[config.mk]
export PLATFORM = sky130hd
export DESIGN_NAME = imem_bank
export DESIGN_NICKNAME = d
export VERILOG_FILES = /design/src/rtl/imem_pkg.sv /design/src/rtl/imem_load_fsm.sv /design/src/rtl/imem_bank.sv
export SDC_FILE = /design/constraint.sdc
export NUM_CORES = 1
export LEC_CHECK = 0
export ABC_AREA = 1
export BUFFER_PORTS_ARGS = -buffer_cell sky130_fd_sc_hd__buf_2
export CAP_MARGIN = 40
export CORE_MARGIN = 1
export CORE_UTILIZATION = 35
export DETAILED_ROUTE_END_ITERATION = 10
export PLACE_DENSITY = 0.6
export SLEW_MARGIN = 40
export SYNTH_ARGS = -nofsm -noshare
export SYNTH_HDL_FRONTEND = slang
export SYNTH_SLANG_ARGS = --single-unit
[constraint.sdc]
create_clock -name clk -period 5.8 [get_ports clk]
set_clock_uncertainty 0.1 [all_clocks]
set_input_delay 1.16 -clock clk [delete_from_list [all_inputs] [get_ports clk]]
set_output_delay 1.16 -clock clk [all_outputs]
set_load 0.01 [all_outputs]
[src/rtl/imem_pkg.sv]
// Shared defaults and loader state encoding for the instruction memory bank.
// Imported by the loader FSM and the bank top.
package imem_pkg;

    localparam int DATA_W_DEF    = 16;
    localparam int DEPTH_DEF     = 16;
    localparam int NUM_SLOTS_DEF = 4;
    localparam int NOP_WORD      = 0;

    typedef enum logic [1:0] {
        IDLE,
        LOAD,
        ZFILL,
        DONE
    } load_state_e;

endpackage

[src/rtl/imem_load_fsm.sv]
// Program loader: accepts words into one slot, zero-fills the tail,
// then pulses done and marks the slot loaded.
module imem_load_fsm
    import imem_pkg::*;
#(
    parameter int DEPTH  = DEPTH_DEF,
    parameter int SLOT_W = 2,
    localparam int ADDR_W = $clog2(DEPTH)
) (
    input  logic              clk,
    input  logic              rst_n,
    input  logic              load_start,
    input  logic [SLOT_W-1:0] load_slot,
    input  logic              load_valid,
    input  logic              load_last,
    output logic              load_ready,
    output logic              load_busy,
    output logic              load_done,
    output logic              wr_en,
    output logic              wr_zero,
    output logic [ADDR_W-1:0] wr_addr,
    output logic [SLOT_W-1:0] cur_slot,
    output logic              clr_loaded,
    output logic              set_loaded
);

    localparam logic [ADDR_W-1:0] LAST = ADDR_W'(DEPTH - 1);

    load_state_e       state, state_n;
    logic [ADDR_W-1:0] ptr, ptr_n;
    logic [SLOT_W-1:0] slot, slot_n;

    // State, write pointer and captured slot registers
    always_ff @(posedge clk or negedge rst_n) begin
        if (!rst_n) begin
            state <= IDLE;
            ptr   <= '0;
            slot  <= '0;
        end else begin
            state <= state_n;
            ptr   <= ptr_n;
            slot  <= slot_n;
        end
    end

    // Next-state and loader outputs
    always_comb begin
        state_n    = state;
        ptr_n      = ptr;
        slot_n     = slot;
        load_ready = 1'b0;
        load_busy  = 1'b1;
        load_done  = 1'b0;
        wr_en      = 1'b0;
        wr_zero    = 1'b0;
        clr_loaded = 1'b0;
        set_loaded = 1'b0;
        unique case (state)
            IDLE: begin
                load_busy = 1'b0;
                if (load_start) begin
                    slot_n     = load_slot;
                    ptr_n      = '0;
                    clr_loaded = 1'b1;
                    state_n    = LOAD;
                end
            end
            LOAD: begin
                load_ready = 1'b1;
                if (load_valid) begin
                    wr_en = 1'b1;
                    if (ptr == LAST) begin
                        state_n = DONE;
                    end else begin
                        ptr_n = ptr + 1'b1;
                        if (load_last) state_n = ZFILL;
                    end
                end
            end
            ZFILL: begin
                wr_en   = 1'b1;
                wr_zero = 1'b1;
                if (ptr == LAST) state_n = DONE;
                else ptr_n = ptr + 1'b1;
            end
            DONE: begin
                load_done  = 1'b1;
                set_loaded = 1'b1;
                state_n    = IDLE;
            end
            default: state_n = IDLE;
        endcase
    end

    assign wr_addr  = ptr;
    assign cur_slot = slot;

endmodule

[src/rtl/imem_bank.sv]
// Multi-slot instruction memory: loader writes one slot while the
// fetch port reads the active slot; unloaded slots read as NOP.
module imem_bank
    import imem_pkg::*;
#(
    parameter int DATA_W    = DATA_W_DEF,
    parameter int DEPTH     = DEPTH_DEF,
    parameter int NUM_SLOTS = NUM_SLOTS_DEF,
    localparam int ADDR_W = $clog2(DEPTH),
    localparam int SLOT_W = (NUM_SLOTS > 1) ? $clog2(NUM_SLOTS) : 1
) (
    input  logic              clk,
    input  logic              rst_n,
    input  logic              load_start,
    input  logic [SLOT_W-1:0] load_slot,
    input  logic              load_valid,
    input  logic [DATA_W-1:0] load_data,
    input  logic              load_last,
    output logic              load_ready,
    output logic              load_busy,
    output logic              load_done,
    input  logic              sel_valid,
    input  logic [SLOT_W-1:0] sel_slot,
    output logic [SLOT_W-1:0] active_slot,
    input  logic              fetch_valid,
    input  logic [ADDR_W-1:0] fetch_addr,
    output logic              fetch_ready,
    output logic              instr_valid,
    output logic [DATA_W-1:0] instr_data
);

    localparam int ROWS = 1 << SLOT_W;

    logic [DATA_W-1:0] mem [ROWS*DEPTH];
    logic [ROWS-1:0]   slot_loaded;

    logic              wr_en;
    logic              wr_zero;
    logic [ADDR_W-1:0] wr_addr;
    logic [SLOT_W-1:0] cur_slot;
    logic              clr_loaded;
    logic              set_loaded;
    logic              fetch_acc;

    imem_load_fsm #(
        .DEPTH  (DEPTH),
        .SLOT_W (SLOT_W)
    ) u_fsm (
        .clk        (clk),
        .rst_n      (rst_n),
        .load_start (load_start),
        .load_slot  (load_slot),
        .load_valid (load_valid),
        .load_last  (load_last),
        .load_ready (load_ready),
        .load_busy  (load_busy),
        .load_done  (load_done),
        .wr_en      (wr_en),
        .wr_zero    (wr_zero),
        .wr_addr    (wr_addr),
        .cur_slot   (cur_slot),
        .clr_loaded (clr_loaded),
        .set_loaded (set_loaded)
    );

    // Stall only when the slot being rewritten is the one we fetch from
    assign fetch_ready = !(load_busy && (cur_slot == active_slot));
    assign fetch_acc   = fetch_valid && fetch_ready;

    // Storage write port; contents survive reset, masked by slot_loaded
    always_ff @(posedge clk) begin
        if (wr_en) begin
            mem[{cur_slot, wr_addr}] <= wr_zero ? DATA_W'(NOP_WORD) : load_data;
        end
    end

    // Per-slot loaded flags: cleared at load start, set on completion
    always_ff @(posedge clk or negedge rst_n) begin
        if (!rst_n) begin
            slot_loaded <= '0;
        end else if (clr_loaded) begin
            slot_loaded[load_slot] <= 1'b0;
        end else if (set_loaded) begin
            slot_loaded[cur_slot] <= 1'b1;
        end
    end

    // Active slot select
    always_ff @(posedge clk or negedge rst_n) begin
        if (!rst_n) begin
            active_slot <= '0;
        end else if (sel_valid) begin
            active_slot <= sel_slot;
        end
    end

    // Registered fetch response, using the slot active before any select
    always_ff @(posedge clk or negedge rst_n) begin
        if (!rst_n) begin
            instr_valid <= 1'b0;
            instr_data  <= '0;
        end else begin
            instr_valid <= fetch_acc;
            if (fetch_acc) begin
                instr_data <= slot_loaded[active_slot] ?
                              mem[{active_slot, fetch_addr}] :
                              DATA_W'(NOP_WORD);
            end
        end
    end

endmodule

### Word level (Yosys, flattened, before mapping)

Memory sizes are Yosys's and may differ from the RTL's.
Index checks and enable logic that the tools add are counted.

| word-level totals | value |
|---|---|
| logic and storage cells | 67 |
| register bits | 31 |
| input bits | 31 |
| RAM bits | 1024 |
| memories kept | 1 |

Memories:

| memory | words | width | rd ports | clocked after memory_dff | write ports | line | source |
|---|---|---|---|---|---|---|---|
| mem | 64 | 16 | 1 | 0 | 1 | imem_bank.sv:34 | `logic [DATA_W-1:0] mem [ROWS*DEPTH];` |

| cells by class | value |
|---|---|
| magnitude comparators | 5 |
| bitwise gates (word level) | 3 |
| equality and inequality tests | 9 |
| add/subtract/negate cells | 1 |
| muxes and demuxes | 30 |
| reductions and logical operators | 11 |

Operators with widths:

| operator | count |
|---|---|
| 2-to-1 mux 16 bit | 2 |
| 2-to-1 mux 4 bit | 5 |
| 2-to-1 mux 1 bit | 12 |
| one-hot mux 4 bit (3 select lines) | 1 |
| 2-to-1 mux 2 bit | 5 |
| less-than comparator 2 x 3 -> 1 bit (second input constant) | 3 |
| one-hot mux 2 bit (4 select lines) | 1 |
| adder 4 x 1 -> 4 bit (second input constant) | 1 |
| AND 4 bit | 1 |
| demux 1 bit (select 2 bit) | 2 |
| == test 2 bit (second input constant) | 2 |
| == test 4 bit (second input constant) | 1 |
| >= comparator 2 x 1 -> 1 bit (second input constant) | 2 |
| logical AND 1 bit | 4 |
| != test 2 bit (second input constant) | 2 |
| inverter 4 bit | 1 |
| bitwise OR 4 bit | 1 |
| AND reduction 4 bit | 1 |
| != test 3 x 2 -> 1 bit (second input constant) | 1 |
| AND reduction 3 bit | 1 |
| nonzero test 3 bit | 1 |
| binary-select mux 1 bit (select 2 bit) | 1 |
| == test 2 x 1 -> 1 bit (second input constant) | 1 |
| == test 2 bit | 1 |
| other kinds (6) | 6 |

### Depth between registers and ports, before layout

| depth | value |
|---|---|
| word-level depth | 7 |
| gate-level depth with buffers | 14 |
| depth with buffers taken out | 11 |

### Cells and area by module

A second synthesis with hierarchy kept.

| unflattened totals | value |
|---|---|
| cells, all modules | 3722 |
| area total of the unflattened synthesis | 43486.7 um^2 |

By module, submodules not included:

| module | area each (um^2) | times used | cells an instance |
|---|---|---|---|
| imem_bank | 42924.9 | 1 | 3642 |
| imem_load_fsm | 561.8 | 1 | 80 |

### Least setup slack after synthesis

No wires, ideal clock.

| timing | value |
|---|---|
| path type | input -> register |
| start point | in load_data[0] |
| end point | mem mem[0][0] (netlist name) (data pin) |
| buffers on the path | 0 |
| setup slack | 2.503 ns |
| stages | 2 |
| data required time | 5.198 ns |
| arrival | 2.695 ns |
| path through | inv_1 nor2_1 |

| on the way | value |
|---|---|
| word-level cells in the longest chain between the ends | 1 |

RTL lines:

| what | line | source |
|---|---|---|
| start, declared | imem_bank.sv:17 | `input logic [DATA_W-1:0] load_data,` |
| 2-to-1 mux 16 bit | imem_bank.sv:73 | `mem[{cur_slot, wr_addr}] <= wr_zero ? DATA_W'(NOP_WORD) : load_data;` |
| end, declared | imem_bank.sv:34 |  |

No other way between the ends.

### Worst setup path after layout

| timing | value |
|---|---|
| start point | reg active_slot[0] |
| end point | out fetch_ready |

| on the way | value |
|---|---|
| word-level cells in the longest chain between the ends | 3 |

RTL lines:

| what | line | source |
|---|---|---|
| start, declared | imem_bank.sv:24 | `output logic [SLOT_W-1:0] active_slot,` |
| start signal, assigned | imem_bank.sv:93 | `active_slot <= sel_slot;` |
| == test 2 bit | imem_bank.sv:67 | `assign fetch_ready = !(load_busy && (cur_slot == active_slot));` |
| logical AND 1 bit | imem_bank.sv:67 |  |
| zero test 1 bit | imem_bank.sv:67 |  |
| end, declared | imem_bank.sv:27 | `output logic fetch_ready,` |

No other way between the ends.

==> results.py <==
metrics = {
    "outcome": {
        "status": "finished, final reports clean",
    },
    "die": {
        "fp.coreArea_um2": 122000,
        "initial_utilization_pct": 35.3,
        "design.die.area_um2": 124000,
        "io_pins": 54,
        "die_width_um": 353,
        "core.rowCount": 128,
        "fp.dieH_um": 353,
    },
    "synth": {
        "synth_top_family_by_area": "simple AND/OR/NAND/NOR gates",
        "synthesis.area_um2": 43000,
        "ys_warn_count": 0,
        "synth.avg_cell_area_um2": 11.7,
        "synthMuxAreaShare_pct": 0,
        "synthSimpleGateAreaFrac_pct": 23.0,
        "synth_seq_area_share_pct": 73.3,
        "synth_compound_gate_area_share_pct": 0.430,
        "synth.net_count": 3727,
        "postSynthCellCount": 3690,
        "synthDistinctLibCells": 31,
        "synth_fa_ha_area_share_pct": 0.174,
        "ys_ff_latch": 1055,
        "synth_xor_area_share_pct": 0.0407,
    },
    "cts": {
        "post_cts_repair_resize_count": 0,
        "clockRootBuffer": "clkbuf_16",
        "insertion_delay_ns": 0.69,
        "cts.htree.levels": 3,
        "cts.clk_slew.worst_paths_ns": 0.06,
        "hold_buffers": 0,
        "clock_tree.buffer_depth": 3,
        "postCtsSetupBuffers": 0,
        "tritoncts": "done",
        "cts_made_buffers": 109,
        "clock_sinks": 1055,
    },
    "pwr": {
        "clkPwrFrac_pct": 36.9,
        "combPwrFrac_pct": 12.8,
        "vdd_drop_max_v": 0.000480,
        "p_switching_mw": 4.88,
        "total_leakage_power_nw": 17.8,
        "intPower_mw": 13.5,
        "sequentialPowerShare_pct": 50.2,
        "power.switching_fraction_pct": 26.6,
        "p_per_area_nw_per_um2": 375,
    },
    "global_route": {
        "grtUsageTotal_pct": 18.8,
        "grt_pass1_vias": 26900,
        "grt_start_max_net_pins": 167,
        "initial_antenna_violation_count": 3,
        "globalRouteOverflowTotal": 0,
        "grt_first_pass_wirelength_mm": 177,
    },
    "critical_path": {
        "critPathArrivalTime_ns": 2.40,
        "worst-path-max-fanout": 37,
        "cp_num_buf_inv": 3,
        "critical_path.startpoint_type": "register",
        "critical_path.endpoint_type": "output port",
        "critical_path_required_ns": 4.54,
        "setup.worst_path.class": "reg -> out",
        "timing.critical_path.max_delay_family": "buffers and inverters",
        "worst_path_largest_cell_delay_ns": 0.45,
        "slowest_cell_on_the_critical_path": "buf_4",
        "worstPathCellList": "buf_4 -> inv_4 -> a21oi_2 -> o211ai_4 -> buf_2",
    },
    "sta": {
        "setup_total_negative_slack_ns": 0,
        "worst_slew_margin_rel_pct": 42.8,
        "min_period_ns": 3.66,
        "rsz0062_at_grt": "no",
        "maxClockFrequency_ghz": 0.274,
        "finalHoldViolations": 0,
        "final-max-slew-violation-count": 0,
        "timing.final.setup_violations": 0,
        "worst-slew-pin-transition_ns": 0.858,
        "final_min_period_over_clock_period_pct": 63.0,
    },
    "routing": {
        "detail_route.wirelength.met1_mm": 50.1,
        "totalWireLength_mm": 118,
        "drt_drc_violations_left": 0,
        "drt-vias-per-instance": 5.17,
        "initialDrtViolationCount": 3485,
        "routed-wl-met2_mm": 54.3,
        "vias": 28300,
        "antenna_violating_nets_post_route": 0,
        "dr.pass1.iters": 5,
        "post_drt_wl_per_cell_um": 21.6,
        "top_layer_used": "met4",
        "met3_length_mm": 9.85,
    },
    "finish": {
        "fin_area_um2": 49000,
        "number_of_nets_in_the_layout": 3792,
        "number_of_diodes": 0,
        "area_growth_syn_to_layout_pct": 13.8,
        "fraction_of_final_layout_cells_with_drive_strength_greater_than_1_pct": 9.36,
    },
    "job": {
        "max-cap-violations": 0,
    },
    "min_path": {
        "min-delay-path-class": "in -> async",
    },
    "placement": {
        "gp_routability_congestion": 0.842,
        "dp_hpwl_mm": 65.5,
        "total_of_buffers_placed_on_input_and_output_ports": 53,
        "placement.cell_area_um2": 45400,
    },
}
## cell families after synthesis
family,count (synthesis)
xor+xnor,2
buf+inv,263
flops,1055
compound gates,25
fa+ha+maj,6
simple gates,2339
## worst paths after layout
kind                                             from                             to  slack, ns  cells after the start
max reg2reg                u_fsm.state[0]$_DFFE_PN0P_           mem[55][0]$_DFFE_PP_       2.35                      7
min in group clk           slot_loaded[3]$_DFFE_PN0P_     slot_loaded[3]$_DFFE_PN0P_       0.40                      1
max in group asynchronous                       rst_n      instr_data[9]$_DFFE_PN0P_       4.82                      1
min reg2reg                slot_loaded[3]$_DFFE_PN0P_     slot_loaded[3]$_DFFE_PN0P_       0.40                      1
min                                             rst_n  u_fsm.cur_slot[1]$_DFFE_PN0P_       0.35                      1
max                        active_slot[0]$_DFFE_PN0P_                    fetch_ready       2.14                      5
## registers in the layout, indices dropped and copies added (netlist names)
name,flops
mem,1024
instr_data,16
slot_loaded,4
u_fsm.wr_addr,4
active_slot,2
u_fsm.cur_slot,2
u_fsm.state,2
instr_valid,1
## power groups by stage
stage	combinational (mW)	sequential [mW]	clock (mW)
after global placement	2.24	9.38	0
after global routing	2.54	9.24	7.13
after floorplan	1.18	9.37	0
after detailed placement	2.31	9.38	0
after CTS	2.32	9.23	6.86
final	2.36	9.23	6.78
## cell usage after synthesis
master	number	area, um^2
a32o_1	3	30.0
clkinv_1	1	3.75
dfrtp_1	31	776
edfxtp_1	1024	30700
o21ai_0	8	40.0
or2_2	1	6.26
nand3b_1	1	7.51
inv_6	1	8.76
buf_6	7	78.8
nand2_1	1369	5140
a21oi_1	9	45.0
inv_1	31	116
nor2_1	93	349
buf_4	22	165
inv_2	3	11.3
a21oi_2	1	8.76
xnor2_1	1	8.76
nand4_1	6	37.5
clkbuf_1	23	86.3
inv_4	1	6.26
nor2_2	1	6.26
o22ai_1	1	6.26
a221oi_4	1	26.3
nand3_1	867	4340
buf_2	159	796
xor2_1	1	8.76
o31ai_1	1	7.51
o211ai_4	1	21.3
nand2_4	1	11.3
buf_1	15	56.3
ha_1	6	75.1
## routing by layer
metal / global-route usage, % / vias to the layer above
li1: - / 13000
met1: 26.7 / 13900
met2: 29.2 / 1246
met3: 2.93 / 182
met4: 6.40 / 0
met5: 0 / -
## final cells by class
class | count | area, um^2
Inverter | 37 | 178
Timing Repair Buffer | 180 | 1440
Clock buffer | 160 | 3080
Multi-Input combinational cell | 2372 | 10300
Clock inverter | 44 | 394
Tap cell | 1625 | 2030
Fill cell | 11300 | 72900
Sequential cell | 1055 | 31500
## worst reg2reg max path, cell delays in order (launching register included)
cell,delay [ns]
dfrtp_1,0.41
inv_1,0.18
ha_4,0.48
a21oi_1,0.17
nor2_1,0.35
nand2_1,0.44
nor2_1,0.71
buf_4,0.32
## placed cells by master (no fill, tap or decap), types with 18 or more instances in the layout
master / instances
buf_2: 49
clkbuf_1: 36
edfxtp_1: 1024
nand3_1: 867
buf_4: 110
dfrtp_1: 31
nand2_1: 1369
nor2_1: 77
clkbuf_16: 110
inv_1: 30
clkinv_1: 18
## stage by stage
stage               utilization [%]  instances  hold slack, ns  power (mW)  worst slack, ns
floorplan                         -       3690           0.358        10.5             2.50
global placement               37.2       5259           0.367        11.6             1.58
detailed placement             37.3       5266           0.381        11.7             1.81
CTS                            40.1       5470           0.332        18.4             2.09
global route                   40.2       5473           0.346        18.9             2.03
finish                         40.2       5473           0.348        18.4             2.14
No activity file was read; power rests on OpenSTA's default activity.
